**config.mk**
```make
export PLATFORM = sky130hd
export DESIGN_NAME = instruction_fetch_unit
export DESIGN_NICKNAME = d
export VERILOG_FILES = /design/src/rtl/instruction_fetch_unit.sv
export SDC_FILE = /design/constraint.sdc
export NUM_CORES = 1
export LEC_CHECK = 0
export BUFFER_PORTS_ARGS = -buffer_cell sky130_fd_sc_hd__buf_2
export CORE_ASPECT_RATIO = 1.25
export CORE_MARGIN = 10
export CORE_UTILIZATION = 40
export DETAILED_ROUTE_END_ITERATION = 12
export HOLD_SLACK_MARGIN = 0.06
export PLACE_DENSITY = 0.65
export SETUP_SLACK_MARGIN = 0.4
export SLEW_MARGIN = 20
export SYNTH_ARGS = -nofsm -noshare
export SYNTH_HDL_FRONTEND = slang
export SYNTH_SLANG_ARGS = --single-unit
```
**constraint.sdc**
```tcl
create_clock -name clk -period 4.3 [get_ports clk]
set_input_delay 0.645 -clock clk [delete_from_list [all_inputs] [get_ports clk]]
set_output_delay 0.645 -clock clk [all_outputs]
set_load 0.02 [all_outputs]
```
**src/rtl/instruction_fetch_unit.sv**
```systemverilog
// Single-issue instruction fetch stage: PC register, IF/ID pipeline register,
// decode handshake with stall, redirect/flush, halt and an accept counter.
module instruction_fetch_unit #(
   parameter logic [31:0] RESET_PC = 32'h0000_0000
) (
   input  logic        clk,
   input  logic        rst_n,
   output logic [31:0] imem_addr,
   input  logic [31:0] imem_instr,
   output logic        if_valid,
   output logic [31:0] if_instr,
   output logic [31:0] if_pc,
   output logic [31:0] if_pc_plus4,
   input  logic        id_ready,
   input  logic        redirect_valid,
   input  logic [31:0] redirect_target,
   input  logic        halt_req,
   output logic        misalign,
   output logic [31:0] fetch_count
);

   typedef enum logic [1:0] {FETCH, STALL, HALT} state_t;

   state_t      state, state_nxt;
   logic [31:0] pc;
   logic        xfer;     // decode takes the IF/ID contents this edge
   logic        do_load;  // capture imem_instr into IF/ID and advance PC
   logic        do_drop;  // halted: invalidate IF/ID once it has been taken

   assign xfer      = if_valid & id_ready;
   assign imem_addr = pc;

   // state register
   always_ff @(posedge clk or negedge rst_n) begin
      if (!rst_n) state <= FETCH;
      else        state <= state_nxt;
   end

   // next state: redirect wins, then halt, then the stall handshake
   always_comb begin
      state_nxt = state;
      if (redirect_valid)  state_nxt = halt_req ? HALT : FETCH;
      else if (halt_req)   state_nxt = HALT;
      else begin
         case (state)
            FETCH, STALL: state_nxt = (if_valid && !id_ready) ? STALL : FETCH;
            HALT:         state_nxt = HALT;
            default:      state_nxt = FETCH;
         endcase
      end
   end

   // datapath controls; a stall releases and reloads on the same edge, so no bubble
   always_comb begin
      do_load = 1'b0;
      do_drop = 1'b0;
      if (!redirect_valid) begin
         if (halt_req || state == HALT) do_drop = xfer;
         else                           do_load = !if_valid || id_ready;
      end
   end

   // PC and IF/ID register; a redirect flushes even an instruction accepted this edge
   always_ff @(posedge clk or negedge rst_n) begin
      if (!rst_n) begin
         pc          <= RESET_PC;
         if_valid    <= 1'b0;
         if_instr    <= '0;
         if_pc       <= '0;
         if_pc_plus4 <= '0;
      end else if (redirect_valid) begin
         pc       <= {redirect_target[31:2], 2'b00};
         if_valid <= 1'b0;
      end else if (do_load) begin
         if_instr    <= imem_instr;
         if_pc       <= pc;
         if_pc_plus4 <= pc + 32'd4;
         if_valid    <= 1'b1;
         pc          <= pc + 32'd4;
      end else if (do_drop) begin
         if_valid <= 1'b0;
      end
   end

   // sticky misaligned-target flag, cleared only by reset
   always_ff @(posedge clk or negedge rst_n) begin
      if (!rst_n)                                     misalign <= 1'b0;
      else if (redirect_valid && |redirect_target[1:0]) misalign <= 1'b1;
   end

   // accepted-instruction counter, counts even when a redirect flushes the slot
   always_ff @(posedge clk or negedge rst_n) begin
      if (!rst_n)    fetch_count <= '0;
      else if (xfer) fetch_count <= fetch_count + 32'd1;
   end

endmodule

```
==> impl_metrics.env <==
export IMPL_clockBufferDepth=2
export IMPL_die_width_um=141
export IMPL_ios=231
export IMPL_status="finished, final reports clean"
export IMPL_fin_crit_ns=2.34
export IMPL_maxCapViolCount=0
export IMPL_slowest_stage="nand2b_4"
export IMPL_synth_yosys_seq_area_share_pct=54.0
export IMPL_cts_setup_buffers=0
export IMPL_first_global_vias=5870
export IMPL_via_count=5833
export IMPL_critPathLaunchType="flip-flop"
export IMPL_arrival_ns=2.63
export IMPL_hold_buffers=0
export IMPL_timing_final_ws_setup_ns=1.96
export IMPL_ys_warn_count=0
export IMPL_drtIter0Drc=258
export IMPL_avgSynthCellArea_um2=9.66
export IMPL_num_rows=55
export IMPL_pre_cts_ws_ns=1.52
export IMPL_rsz0062_at_grt="false"
export IMPL_drive_gt1_share_pct=29.7
export IMPL_relSlewSlack_pct=32.6
export IMPL_drt_total_wl_mm=20.0
export IMPL_hold_viol_final=0
export IMPL_ys_types=46
export IMPL_crit_fanout=102
export IMPL_initial_core_util_pct=40.6
export IMPL_tightest_slew_ns=1.01
export IMPL_drt_antenna_violating_nets=0
export IMPL_drt_first_pass_iters=5
export IMPL_die_height_um=171
export IMPL_synth_area_um2=7320
export IMPL_crit_buf_inv=1
export IMPL_cts_resized=0
export IMPL_p_leak_uw=0.00467
export IMPL_p_switching_uw=1430
export IMPL_core_um2=18000
export IMPL_max_stage_delay_ns=0.61
export IMPL_wl_per_cell_um=16.6
export IMPL_p_int_uw=2970
export IMPL_synth_edff_count=0
export IMPL_hold_slack_ns=0.312
export IMPL_grt_max_degree=103
export IMPL_vias_per_cell=4.84
export IMPL_cp_top_family="simple AND/OR/NAND/NOR gates"
export IMPL_synthArstFlopShare_pct=100
export IMPL_place_gp_congestion=0.766
export IMPL_ys_ff_latch=158
export IMPL_path_cells="nand2b_2 -> and3b_1 -> nand2b_4 -> buf_4 -> nand2_1 -> o21ai_1"
export IMPL_vdd_drop_max_uv=253
export IMPL_grt_pass1_wl_mm=32.1
export IMPL_grt_total_usage_pct=16.5
export IMPL_postSynthCellCount=758
export IMPL_maxSlewViolCount=0
export IMPL_io_buffers=224
export IMPL_swShare_pct=32.6
export IMPL_cp_data_required_time_ns=4.59
export IMPL_clock_latency_ns=0.42
export IMPL_max_freq_ghz=0.428
export IMPL_fin_skew_ns=0.0120
export IMPL_htreeDepth=4
export IMPL_worstSetupPathType="flip-flop to flip-flop"
export IMPL_setup_viol=0
export IMPL_drc=0
export IMPL_setup_tns_ns=0
export IMPL_grt_overflow=0
export IMPL_p_per_area_nw_per_um2=480
export IMPL_grt_antenna_before_repair=3
export IMPL_pwr_share_seq_pct=42.9
export IMPL_synth_ff_type="dfrtp_1"
export IMPL_numCtsBuffers=17
export IMPL_cts_sinks=158
export IMPL_tritoncts="built"
export IMPL_hp_class="primary input to asynchronous set/reset pin"
export IMPL_pwr_share_comb_pct=21.1
export IMPL_critPathCaptureType="flip-flop"
export IMPL_final_nets=1033
export IMPL_die_area_um2=24200
export IMPL_cts_root_buf="clkbuf_16"
export IMPL_dp_final_hpwl_mm=14.5
export IMPL_area_delta_synth_final_pct=25.2
export IMPL_clk_pin_slew_worst_paths_ns=0.07
export IMPL_clkPwrFrac_pct=36.1
export IMPL_fin_crit_sh_pct=54.3
-- registers in the layout, indices dropped and copies added, names as in the netlist --
signal,count
misalign,1
if_instr,32
imem_addr,30
state,2
fetch_count,32
if_pc,30
if_pc_plus4,30
if_valid,1
-- layer usage --
layer / track usage (%) / wire length, µm
met5: 0 / 0
met1: 19.5 / 8440
met3: 5.63 / 1280
met4: 5.62 / 341
met2: 27.5 / 9940
-- synthesized netlist by cell type, types with 8 or more instances --
library cell / number / area (µm²)
buf_2: 25 / 125
buf_4: 8 / 60.1
clkbuf_1: 10 / 37.5
dfrtp_1: 158 / 3950
nand2_1: 272 / 1020
nand3_1: 16 / 80.1
nand4_1: 15 / 93.8
nor2_1: 17 / 63.8
nor3_1: 19 / 95.1
nor4_4: 8 / 170
o21ai_0: 39 / 195
o21ai_1: 21 / 105
xnor2_1: 73 / 639
xor2_1: 14 / 123
-- logic make-up (layout without fill, tap and decap cells) --
group	count (synthesis)	in the layout	synth area share (%)
buf+inv	53	265	3.86
compound gates	63	63	4.37
fa+ha+maj	2	2	0.342
mux	3	3	0.427
simple gates	391	391	26.5
flops	158	158	54.0
xor+xnor	87	87	10.4
other cells	1	9	0.0512
-- worst paths after layout --
kind,depth (start not counted),end,slack (ns),startpoint
min in group clk,3,if_instr[27]$_DFFE_PN0P_,0.41,imem_instr[27]
setup reg to reg,6,if_pc_plus4[26]$_DFFE_PN0P_,1.96,if_valid$_DFFE_PN0P_
max in group asynchronous,2,if_instr[9]$_DFFE_PN0P_,2.97,rst_n
hold / removal,1,fetch_count[8]$_DFFE_PN0N_,0.31,rst_n
hold reg to reg,1,state[0]$_DFF_PN0_,0.43,state[1]$_DFF_PN0_
setup / recovery,6,if_pc_plus4[26]$_DFFE_PN0P_,1.96,if_valid$_DFFE_PN0P_
-- power groups by stage --
stage / Sequential, µW / Combinational [µW] / Clock, µW
floorplan: 2170 / 282 / 0
global placement: 1910 / 939 / 0
detailed placement: 1910 / 950 / 0
CTS: 1890 / 952 / 1630
global route: 1920 / 1020 / 1700
finish: 1890 / 927 / 1590
-- stage by stage --
stage	power, µW	instances	utilization [%]	area (µm²)
floorplan	2450	763	-	7340
global placement	2850	1171	47.3	8540
detailed placement	2860	1171	47.3	8540
CTS	4470	1203	50.8	9160
global route	4640	1205	50.8	9160
finish	4400	1206	50.8	9170
-- layout by cell type, fill, tap and decap left out, types with 5 or more instances in the layout --
cell,synthesis,layout
clkbuf_16,0,17
nand2_1,272,272
nand3_1,16,16
conb_1,1,6
nor3_1,19,19
buf_2,25,223
nor4_2,6,6
o21ai_1,21,21
and4_1,7,7
xor2_1,14,14
nor4_4,8,8
nor2_1,17,17
xnor2_1,73,73
and3_1,7,7
buf_4,8,5
nand4_1,15,15
dfrtp_1,158,158
o21ai_0,39,39
-- area by class of cell --
type                    count  area, µm²
fillers                  1722       8860
clock buffers              18        439
diodes                      3       7.51
multi-input cells         552       3120
well taps                 228        285
flip-flops and latches    158       3950
clock inverters            14        183
repair buffers            229       1160
inverters                   4       15.0
-- worst register-to-register path: cells and delay by family (launching register included) --
kind / cells / cell delay [ns]
flip-flops: 1 / 0.44
AND/OR/NAND/NOR: 4 / 1.25
AO/OA/AOI/OAI: 1 / 0.06
buffers and inverters: 1 / 0.47
(Power assumes the default switching activity.)
